--- src/rtl/data_mem_lsu.sv ---
// Load/store unit between the execute stage and a byte-addressed data RAM.
// One request in flight; IDLE -> ACCESS -> RESP, with faulting requests going straight to RESP.
module data_mem_lsu #(
  parameter int ADDR_W        = 16,
  parameter int MEM_BYTES     = 65536,
  parameter bit MISALIGN_TRAP = 1'b0
) (
  input  logic              clk,
  input  logic              rst_n,
  input  logic              req_valid,
  output logic              req_ready,
  input  logic              req_we,
  input  logic [2:0]        req_funct3,
  input  logic [31:0]       req_addr,
  input  logic [31:0]       req_wdata,
  output logic              resp_valid,
  input  logic              resp_ready,
  output logic [31:0]       resp_rdata,
  output logic              resp_err,
  output logic [3:0]        ram_re,
  output logic [3:0]        ram_we,
  output logic [ADDR_W-1:0] ram_r_addr,
  output logic [ADDR_W-1:0] ram_w_addr,
  output logic [31:0]       ram_w_data,
  input  logic [31:0]       ram_r_data
);

  typedef enum logic [1:0] {IDLE, ACCESS, RESP} state_t;

  localparam logic [32:0] MEM_LIMIT = 33'(MEM_BYTES);

  state_t              state, state_nxt;
  logic                lat_we;
  logic [2:0]          lat_f3;
  logic [ADDR_W-1:0]   lat_addr;
  logic [31:0]         lat_wdata;
  logic [31:0]         rdata_q;
  logic                err_q;

  logic [2:0]          req_nbytes;
  logic [32:0]         req_end;
  logic                req_illegal;
  logic                req_misaligned;
  logic                req_fault;
  logic [3:0]          strb;
  logic [31:0]         load_data;

  // Request decode; the end address is formed at 33 bits so addresses near 2^32 cannot wrap.
  // NOTE: every combinational output gets a value on every path (case default), so no latch is inferred.
  always_comb begin
    case (req_funct3[1:0])
      2'b00:   req_nbytes = 3'd1;
      2'b01:   req_nbytes = 3'd2;
      default: req_nbytes = 3'd4;
    endcase
    req_end        = {1'b0, req_addr} + {30'b0, req_nbytes};
    req_illegal    = (req_funct3 == 3'b011) || (req_funct3[2:1] == 2'b11) ||
                     (req_we && req_funct3[2]);
    req_misaligned = ((req_funct3[1:0] == 2'b01) && req_addr[0]) ||
                     ((req_funct3[1:0] == 2'b10) && (req_addr[1:0] != 2'b00));
    req_fault      = req_illegal || (req_end > MEM_LIMIT) || (MISALIGN_TRAP && req_misaligned);
  end

  always_comb begin
    case (lat_f3[1:0])
      2'b00:   strb = 4'b0001;
      2'b01:   strb = 4'b0011;
      default: strb = 4'b1111;
    endcase
  end

  // The RAM sign-extends narrow reads, so only the unsigned loads need fixing up here.
  always_comb begin
    case (lat_f3)
      3'b100:  load_data = {24'b0, ram_r_data[7:0]};
      3'b101:  load_data = {16'b0, ram_r_data[15:0]};
      default: load_data = ram_r_data;
    endcase
  end

  always_comb begin
    state_nxt = state;
    case (state)
      IDLE:    if (req_valid) state_nxt = req_fault ? RESP : ACCESS;
      ACCESS:  state_nxt = RESP;
      RESP:    if (resp_ready) state_nxt = IDLE;
      default: state_nxt = IDLE;
    endcase
  end

  // NOTE: sequential state uses non-blocking assignments so every flop samples pre-edge values.
  always_ff @(posedge clk or negedge rst_n) begin
    if (!rst_n) state <= IDLE;
    else        state <= state_nxt;
  end

  always_ff @(posedge clk or negedge rst_n) begin
    if (!rst_n) begin
      lat_we    <= 1'b0;
      lat_f3    <= '0;
      lat_addr  <= '0;
      lat_wdata <= '0;
      rdata_q   <= '0;
      err_q     <= 1'b0;
    end else begin
      if (state == IDLE && req_valid) begin
        lat_we    <= req_we;
        lat_f3    <= req_funct3;
        lat_addr  <= req_addr[ADDR_W-1:0];
        lat_wdata <= req_wdata;
        rdata_q   <= '0;
        err_q     <= req_fault;
      end
      if (state == ACCESS) rdata_q <= lat_we ? '0 : load_data;
    end
  end

  // Strobes decode straight from state, so an asynchronous reset in ACCESS drops them at once.
  assign ram_re     = (state == ACCESS && !lat_we) ? strb : 4'b0000;
  assign ram_we     = (state == ACCESS &&  lat_we) ? strb : 4'b0000;
  assign ram_r_addr = lat_addr;
  assign ram_w_addr = lat_addr;
  assign ram_w_data = lat_wdata;

  assign req_ready  = (state == IDLE);
  assign resp_valid = (state == RESP);
  assign resp_rdata = rdata_q;
  assign resp_err   = err_q;

endmodule

--- config.mk ---
export PLATFORM = sky130hd
export DESIGN_NAME = data_mem_lsu
export DESIGN_NICKNAME = d
export VERILOG_FILES = /design/src/rtl/data_mem_lsu.sv
export SDC_FILE = /design/constraint.sdc
export NUM_CORES = 1
export LEC_CHECK = 0
export ABC_AREA = 0
export CELL_PAD_IN_SITES_DETAIL_PLACEMENT = 2
export CELL_PAD_IN_SITES_GLOBAL_PLACEMENT = 2
export CORE_MARGIN = 2
export CORE_UTILIZATION = 26
export DETAILED_ROUTE_END_ITERATION = 8
export PLACE_DENSITY = 0.93
export SYNTH_ARGS = -nofsm -noshare
export SYNTH_HDL_FRONTEND = slang
export SYNTH_SLANG_ARGS = --single-unit
--- constraint.sdc ---
create_clock -name clk -period 5.1 [get_ports clk]
set_input_delay 1.275 -clock clk [delete_from_list [all_inputs] [get_ports clk]]
set_output_delay 1.275 -clock clk [all_outputs]
set_load 0.03 [all_outputs]
==> reports/summary.md, run 1 <==
- **number of antenna repair diodes** 0
- **largest cells by area after synthesis** dfrtp_1 (53%), mux2_2 (14%), a22o_1 (7.1%)
- **number of iterations in the first detailed-routing pass** 4
- **areal power density over the cells** 349.5 mW/mm²
- **Routed Antenna Nets** 0
- **kind of cell adding the most delay to the critical path** compound AO/OA/AOI/OAI gates
- **CP Buf/Inv Count** 1
- **effective utilization at floorplan** 0.2676
- **Synth Register Bits** 87
- **Fin. Hold Viols** 0
- **die outline area** 0.01679 mm²
- **Final Cycle Share** 0.8312
- **DP HPWL** 11380 µm
- **sort of element at the end of the critical path** register
- **Row Count** 45
- **core area** 0.01531 mm²
- **average via count per standard cell** 4.834
- **via count of the first global-routing pass** 4232
- **leakage component of the power** 2.704 nW
- **number of cells on the worst hold path** 1
- **number of pins with negative max-slew slack in the final report** 0
- **root buffer cell** clkbuf_16
- **# port buffers** 210
- **count of hold-fix buffers inserted at cts** 0
- **CP max stage cell** clkdlybuf4s50_1
- **maxcap violations** 0
- **weighted congestion reported at the end of routability-driven placement** 0.8913
- **endpoint arrival time on the critical path** 4420 ps
- **path class of the lowest-slack min-delay path** register to register
- **gr ovfl total** 0
- **TritonCTS clock tree** built
- **Worst-Margin Slew** 1136 ps
- **Highest Signal Layer** met4
- **max incr delay on CP** 550 ps
- **routed wire length on met2** 7756 µm
- **fraction of final layout cells with drive strength greater than 1** 0.1547
- **IR drop worst, VDD** 0.0002030 V
- **Unique masters post-synth** 48
- **Max Clk Rate** 235.9 MHz
- **total wirelength of the detailed-routed design** 14880 µm
- **cells traversed along the worst timing path** clkdlybuf4s50_1, nor2_1, ha_1, fa_1, xor2_1, a2111oi_0, nand4_1, a21oi_1, a31oi_1, a2111oi_0, and4b_1, a21oi_1
- **IO Count** 211
- **sum of routed wire segments on met1** 5704 µm
- **Syn. warnings** 0
- **endpoint required time on the critical path** 5280 ps
- **area fraction of the dominant cell type after synthesis** 0.5311
- **final routed wire length divided by cell count** 20.09 µm
- **number of instances in the synthesized netlist** 332
- **combined area of all synthesized cells** 0.004099 mm²
- **fin util** 0.4327
- **setup TNS after final layout** 0 ps
- **clock sink total** 87
- **wire length of the first global-routing pass** 23770 µm
- **die extent in y** 129.6 µm
- **sequential share of the synthesized area** 0.5311
- **via total after detailed routing** 3582
- **total clock buffers created by CTS** 9
- **depth of the worst register-to-register path** 4
- **Die X-Extent** 129.6 µm
- **worst-path fanout max** 5
- **Levels on crit path** 12
- **Synth-to-Final Area Change** 61.66%
- **Iteration-0 DRC Markers** 134
- **average size of a mapped cell** 12.35 µm²
- **CTS H-tree lvls** 3
- **initial antenna violation count** 0
- **result of the run** complete, no violations
- **clock transition time at the flip-flop clock pins of the worst setup and hold paths** 70 ps
- **time the final worst path needs with I/O delays and setup** 4239 ps
- **CTS max path bufs** 2
- **type of the worst setup path** input pin to register
- **RSZ-0062 raised after global routing** no
- **number of post-CTS setup repair buffers** 0
- **crit start category** input pin
- **GRT Util Overall** 0.1845
- **Clock Latency Late Sink** 340 ps
- **detailed route wirelength on metal3** 1117 µm
- **DRC** 0
- **net count after synthesis** 440
- **total of endpoints with negative setup slack in the final report** 0
- **Gates resized, CTS repair** 0
- **Nets** 633
- **max-slew headroom at the worst pin** 0.2427
- **pin count of the biggest net entering global routing** 88
- **clock skew** 8.129 ps
- **biggest area consumer among synthesized cells** dfrtp_1
[flip-flops by register name (all words and copies together) (netlist names)]
register	count
lat_we	1
resp_err	1
resp_rdata	32
lat_f3	3
ram_w_data	32
state	2
ram_r_addr	16
[routing by layer]
metal	GRT usage	vias up
met3	0.06069	20
li1	-	1595
met5	0	-
met2	0.3221	136
met4	0.06515	0
met1	0.2115	1831
[area by class of cell]
class,count,area (µm²)
fill,1586,8688
inverter,7,26.28
clock buffer,11,252.7
tap,211,264.0
multi-input combinational,209,1735
sequential,87,2177
timing repair buffer,211,2107
clock inverter,5,63.81
[metrics by stage]
stage          hold slack, ps  setup WS (ps)  power (mW)  std cells  instance area [µm²]
2_1_floorplan           481.4           1622       1.276        332                 4099
4_1_cts                 509.1          833.2       2.357        741                 6615
3_5_place_dp            490.8          550.3       1.643        725                 6299
6_report                505.1          861.0       2.316        741                 6626
5_1_grt                 530.8          636.4       2.433        741                 6626
3_3_place_gp            484.1          693.4       1.613        725                 6299
[Yosys cell counts (all sizes together)]
cell / number
o31a: 1
fa: 1
o31ai: 1
and4: 1
a21oi: 14
and2: 5
buf: 18
clkinv: 1
o311ai: 3
nor3: 4
and4b: 1
o211ai: 1
o22ai: 3
a2111oi: 2
a31oi: 2
o21bai: 1
nand4b: 1
nand3: 9
dfrtp: 87
nand2: 9
and3: 12
o21ai: 2
o2111a: 1
or3: 2
a22o: 33
xnor2: 3
a21o: 1
nor2: 15
mux2i: 1
a211oi: 2
a211o: 1
a311o: 1
nand4: 9
mux2: 52
nor4: 1
clkbuf: 11
xor2: 4
nand2b: 2
nor3b: 2
nor2b: 3
inv: 6
ha: 3
[placed cells by master, fill, tap and decap left out, drive strengths merged, types with 3 or more instances in the layout]
cell type and n:
nand4 9, ha 3, nor3 4, xor2 4, clkbuf 11, dfrtp 87
nor2 15, xnor2 3, inv 7, o311ai 3, and2 5, nand2 9
o22ai 3, a21oi 14, and3 12, nor2b 3, a22o 33, mux2 52
clkinv 3, clkdlybuf4s50 209, nand3 9
[where the power goes]
part / total, mW / leakage [nW] / internal (mW) / switching, mW
logic: 0.778 / 1.46 / 0.361 / 0.417
registers: 0.847 / 1.09 / 0.784 / 0.0623
clock network: 0.691 / 0.152 / 0.410 / 0.281
total: 2.32 / 2.70 / 1.55 / 0.761
[worst paths after layout]
path                                  end  slack, ps           start
max                              resp_err        860   req_funct3[1]
min                        ram_w_data[11]        510  ram_w_data[11]
max reg2reg                 ram_r_addr[1]       2840        state[0]
min reg2reg                ram_w_data[11]        510  ram_w_data[11]
max in group asynchronous  ram_r_addr[14]       3210           rst_n
min in group asynchronous  ram_w_data[26]       1160           rst_n
[worst register-to-register path, cell delays in order (launching register included)]
cell and delay (ps):
dfrtp_1 430, nor2_1 140, and2_2 730, buf_4 460, mux2_2 390
[cell families after synthesis]
| logic type | after synthesis | synth area share |
|---|---|---|
| buffers and inverters | 36 | 0.04945 |
| XOR/XNOR | 7 | 0.01496 |
| AO/OA/AOI/OAI | 69 | 0.1337 |
| multiplexers | 53 | 0.1453 |
| AND/OR/NAND/NOR | 76 | 0.1114 |
| adder cells (fa/ha/maj) | 4 | 0.01404 |
| flip-flops | 87 | 0.5311 |
Note: power is estimated with default switching activity, not from simulation.
==> run 2: changes to the inputs <==
- CORE_UTILIZATION: 26 -> 22
- PLACE_DENSITY: 0.93 -> 0.85
- clock period: 5.1 -> 3.6 ns (I/O delays scaled with it)
==> run 2 against run 1 <==
Worst setup slack got worse by 760 ps. Critical path depth stayed put. Critical endpoint unchanged. Global-route usage fell by 2.6 points. First-iteration DRC count fell by 47%. Die area is 18% higher. Clock skew is 0.70 ps higher. Non-clock buffer count increased by 25. Via count increased by 2.1%. Combinational power grew 45%. Largest power group unchanged. Register-to-register slack got worse by 1200 ps. Core utilization down 5.3 points.
==> reports/summary.md, run 2 (synthesis gave the netlist of run 1 again) <==
- **gr ovfl total** 0
- **fraction of final layout cells with drive strength greater than 1** 0.2076
- **effective utilization at floorplan** 0.2259
- **via count of the first global-routing pass** 4275
- **maxcap violations** 0
- **pin count of the biggest net entering global routing** 39
- **Fin. Hold Viols** 0
- **initial antenna violation count** 0
- **via total after detailed routing** 3658
- **pre-CTS setup slack** -498.6 ps
- **max incr delay on CP** 500 ps
- **core area** 0.01815 mm²
- **total clock buffers created by CTS** 9
- **crit start category** input pin
- **CP max stage cell** clkdlybuf4s50_1
- **areal power density over the cells** 475.5 mW/mm²
- **commonest non-fill, non-tap cells in the layout** clkdlybuf4s50_1 (207), dfrtp_1 (87), mux2_2 (52)
- **final routed wire length divided by cell count** 19.93 µm
- **leakage component of the power** 2.848 nW
- **max-slew headroom at the worst pin** 0.5260
- **DP HPWL** 12220 µm
- **Final Cycle Share** 0.9720
- **Iteration-0 DRC Markers** 71
- **sequential share of power** 0.367
- **clock transition time at the flip-flop clock pins of the worst setup and hold paths** 60 ps
- **internal power summed over all cells** 2.181 mW
- **path class of the lowest-slack min-delay path** register to register
- **IR drop worst, VDD** 0.0002097 V
- **endpoint required time on the critical path** 3790 ps
- **Worst-Margin Slew** 711.1 ps
- **number of iterations in the first detailed-routing pass** 5
- **wire length of the first global-routing pass** 24570 µm
- **endpoint arrival time on the critical path** 3690 ps
- **number of pins with negative max-slew slack in the final report** 0
- **number of antenna repair diodes** 0
- **Row Count** 49
- **worst-path fanout max** 5
- **CP Buf/Inv Count** 2
- **total wirelength of the detailed-routed design** 15610 µm
- **time the final worst path needs with I/O delays and setup** 3499 ps
- **GRT Util Overall** 0.1586
- **Synth-to-Final Area Change** 67.89%
- **Min Hold Slack** 505.8 ps
- **Nets** 658
- **die outline area** 0.01974 mm²
- **total of endpoints with negative setup slack in the final report** 0
- **CTS H-tree lvls** 3
- **Max Clk Rate** 285.8 MHz
- **Setup WS post-layout** 100.8 ps
- **result of the run** complete, no violations
- **weighted congestion reported at the end of routability-driven placement** 0.7984
- **# port buffers** 210
- **count of hold-fix buffers inserted at cts** 0
- **Clock Latency Late Sink** 340 ps
- **root buffer cell** clkbuf_16
- **part of the total power dissipated in the clock network** 0.288
- **IO Count** 211
- **TritonCTS clock tree** built
- **type of the worst setup path** input pin to register
- **CTS max path bufs** 2
- **Die X-Extent** 140.5 µm
- **cells traversed along the worst timing path** clkdlybuf4s50_1, ha_2, fa_2, buf_4, a21oi_4, nor4_4, nand2_1, xor2_1, o311ai_1, a2111oi_2, and4b_1, a21oi_1
- **power share of the combinational group** 0.346
- **kind of cell adding the most delay to the critical path** simple AND/OR/NAND/NOR gates
- **most common library cell in the layout ignoring fill and taps** clkdlybuf4s50_1
- **clock skew** 8.824 ps
- **die extent in y** 140.5 µm
- **DRC** 0
- **clock sink total** 87
- **sort of element at the end of the critical path** register
- **Routed Antenna Nets** 0
- **switching power total** 1.091 mW
- **average via count per standard cell** 4.672
- **fraction of power spent switching nets** 0.3335
## run 2: cell types whose count changed in the layout (fill, tap and decap cells not counted), sizes merged
cell           previous run  this run
inv                       7         8
clkdlybuf4s50           209       207
dlymetal6s2s              0         2
clkbuf                   11         9
buf                       2        27
## run 2: final cells by class
cell class                      instances  area, µm²
Tap cell                              229      286.5
Multi-Input combinational cell        209       1782
Clock inverter                          6      68.82
Clock buffer                            9      225.2
Fill cell                            1908      11270
Timing Repair Buffer                  236       2316
Sequential cell                        87       2177
Inverter                                7      26.28
## run 2: timing repair
| action | CTS | global route |
|---|---|---|
| pin swaps | 0 | 8 |
| gates resized for setup | 5 | 14 |
| buffers inserted | 0 | 2 |
| hold endpoints to repair | 0 | 0 |
| setup endpoints to repair | 3 | 3 |
## run 2: power by group through the flow
stage,logic (mW),registers (mW),clock network (mW)
6_report,1.13,1.20,0.941
5_1_grt,1.19,1.22,1.03
4_1_cts,1.14,1.20,0.985
3_5_place_dp,1.13,1.22,0
3_3_place_gp,1.11,1.21,0
2_1_floorplan,0.361,1.45,0
## run 2: path summary, 6_finish.rpt
check / slack, ps / endpoint / startpoint / cells after the start
max: 100 / resp_err / req_addr[0] / 12
min: 510 / resp_rdata[1] / resp_rdata[1] / 1
max reg2reg: 1690 / ram_w_data[8] / state[1] / 4
min reg2reg: 510 / resp_rdata[1] / resp_rdata[1] / 1
max in group asynchronous: 2320 / resp_rdata[9] / rst_n / 2
min in group asynchronous: 520 / ram_w_data[19] / rst_n / 1
## run 2: through the flow
step	std cells	utilization	setup TNS (ps)	instance area, µm²	power [mW]
2_1_floorplan	332	-	0	4099	1.807
5_1_grt	783	0.3792	-156.9	6882	3.436
6_report	783	0.3792	0	6882	3.272
3_3_place_gp	766	0.3585	-1005	6506	2.311
4_1_cts	781	0.3757	0	6818	3.327
3_5_place_dp	766	0.3585	-1461	6506	2.351
## run 2: metal layers
layer	GRT usage	routed length (µm)	vias to the layer above
li1	-	-	1648
met1	0.1758	5942	1873
met2	0.2936	8443	123
met3	0.05231	1015	14
met4	0.03789	206	0
met5	0	0	-
==> run 3: changes to the inputs <==
- CORE_UTILIZATION: 22 -> 26
- GPL_TIMING_DRIVEN: unset -> 0
- PLACE_DENSITY: 0.85 -> 0.93
- clock period: 3.6 -> 4.5 ns (I/O delays scaled with it)
==> run 3 against run 2 <==
Non-clock buffer count up 4. Via count grew 0.68%. Sequential power is 20% lower. Final cell count decreased by 1.7%. Sequential share of layout area grew 0.40 points. Sequential cell count unchanged. Clock skew fell by 1.7 ps. Worst setup slack improved by 160 ps. Register-to-register slack improved by 500 ps. Critical endpoint is now state[1].
==> reports/summary.md, run 3 (synthesis gave the netlist of run 1 again) <==
- **result of the run** complete, no violations
- **cell area after placement** 0.006490 mm²
- **CP Buf/Inv Count** 1
- **sequential share of power** 0.361
- **areal power density over the cells** 393.6 mW/mm²
- **initial antenna violation count** 0
- **fraction of final layout cells with drive strength greater than 1** 0.1735
- **wire length of the first global-routing pass** 24270 µm
- **# port buffers** 210
- **die outline area** 0.01679 mm²
- **total wirelength of the detailed-routed design** 15430 µm
- **core area** 0.01531 mm²
- **Final Cycle Share** 0.9412
- **max incr delay on CP** 560 ps
- **Fin. Hold Viols** 0
- **weighted congestion reported at the end of routability-driven placement** 0.8355
- **number of antenna repair diodes** 0
- **Nets** 662
- **most common library cell in the layout ignoring fill and taps** clkdlybuf4s50_1
- **leakage component of the power** 2.802 nW
- **Routed Antenna Nets** 0
- **path class of the lowest-slack min-delay path** register to register
- **crit start category** input pin
- **cell area after layout** 0.006795 mm²
- **DRC** 0
- **Setup WS post-layout** 264.8 ps
- **Synth-to-Final Area Change** 65.78%
- **TritonCTS clock tree** built
- **clock skew** 7.133 ps
- **part of the total power dissipated in the clock network** 0.289
- **number of filler instances in the final layout** 1613
- **commonest non-fill, non-tap cells in the layout** clkdlybuf4s50_1 (209), dfrtp_1 (87), mux2_2 (52)
- **IR drop worst, VDD** 0.0002012 V
- **via total after detailed routing** 3683
- **power share of the combinational group** 0.350
- **gr ovfl total** 0
- **die extent in y** 129.6 µm
- **DP HPWL** 12350 µm
- **CTS H-tree lvls** 3
- **clock sink total** 87
- **kind of cell adding the most delay to the critical path** compound AO/OA/AOI/OAI gates
- **internal power summed over all cells** 1.776 mW
- **CTS max path bufs** 2
- **endpoint required time on the critical path** 4720 ps
- **pre-CTS setup slack** -90.66 ps
- **RSZ-0062 raised after global routing** no
- **endpoint arrival time on the critical path** 4450 ps
- **number of iterations in the first detailed-routing pass** 4
- **total clock buffers created by CTS** 9
- **Max Clk Rate** 236.1 MHz
- **max-slew headroom at the worst pin** 0.5356
- **Iteration-0 DRC Markers** 62
- **sort of element at the end of the critical path** register
- **post-route non-filler standard cell count** 770
- **average via count per standard cell** 4.783
- **clock transition time at the flip-flop clock pins of the worst setup and hold paths** 70 ps
- **IO Count** 211
- **switching power total** 0.8988 mW
- **via count of the first global-routing pass** 4307
- **maxcap violations** 0
- **Worst-Margin Slew** 696.6 ps
- **final routed wire length divided by cell count** 20.04 µm
- **pin count of the biggest net entering global routing** 65
- **total of endpoints with negative setup slack in the final report** 0
- **Die X-Extent** 129.6 µm
- **worst-path fanout max** 5
- **time the final worst path needs with I/O delays and setup** 4235 ps
- **number of post-CTS setup repair buffers** 0
- **GRT Util Overall** 0.1890
- **Clock Latency Late Sink** 350 ps
- **type of the worst setup path** input pin to register
- **number of pins with negative max-slew slack in the final report** 0
- **cells traversed along the worst timing path** clkdlybuf4s50_1, nor2_1, ha_1, fa_1, xor2_1, a2111oi_1, nand4_1, a21oi_1, a31oi_1, a2111oi_0, and4b_1, o21ai_0
- **effective utilization at floorplan** 0.2676
- **dpl cells** 754
- **CP max stage cell** clkdlybuf4s50_1
- **fraction of power spent switching nets** 0.3361
- **Row Count** 45
- **root buffer cell** clkbuf_16
## run 3: final cells by class
| cell class | count | area, µm² | area share |
|---|---|---|---|
| plain buffers | 29 | 176.4 | 0.02596 |
| clock buffers | 9 | 225.2 | 0.03314 |
| clock inverters | 7 | 78.83 | 0.01160 |
| inverters | 7 | 26.28 | 0.003867 |
| multi-input cells | 209 | 1720 | 0.2532 |
| flip-flops and latches | 87 | 2177 | 0.3204 |
| well taps | 211 | 264.0 | 0.03885 |
| repair buffers | 211 | 2127 | 0.3130 |
## run 3: through the flow
stage,util,hold slack [ps],setup TNS (ps),power [mW]
floorplan,-,481.4,0,1.446
global placement,0.4221,484.4,-80200,1.878
detailed placement,0.4238,495.1,-228.4,1.927
CTS,0.4436,509.8,0,2.722
global route,0.4437,536.7,0,2.793
finish,0.4437,508.1,0,2.675
## run 3: final timing paths
check,from,endpoint,slack (ps),cells past startpoint
min,resp_rdata[8],resp_rdata[8],510,1
max in group asynchronous,rst_n,ram_r_addr[14],3160,2
max,req_funct3[1],state[1],260,12
min in group asynchronous,rst_n,ram_w_data[17],690,1
max reg2reg,state[1],ram_w_data[0],2190,5
min reg2reg,resp_rdata[8],resp_rdata[8],510,1
## run 3: what timing repair did
| action | CTS | global route |
|---|---|---|
| hold buffers | 0 | 0 |
| resized for setup | 0 | 1 |
| endpoints found under the setup margin | 0 | 2 |
## run 3: power groups by stage
stage / Sequential (mW) / Clock (mW) / Combinational [mW]
after floorplan: 1.16 / 0 / 0.289
after global placement: 0.967 / 0 / 0.911
after detailed placement: 0.981 / 0 / 0.947
after CTS: 0.969 / 0.803 / 0.950
after global routing: 0.981 / 0.825 / 0.986
final: 0.965 / 0.774 / 0.936
## run 3: metal layers
metal  GRT usage  routed length [µm]  vias up
met3     0.04253                 943       23
met2      0.3452                8283      133
met1      0.2101                5821     1860
met5           0                   0        -
met4     0.08159                 382        0
li1            -                   -     1667
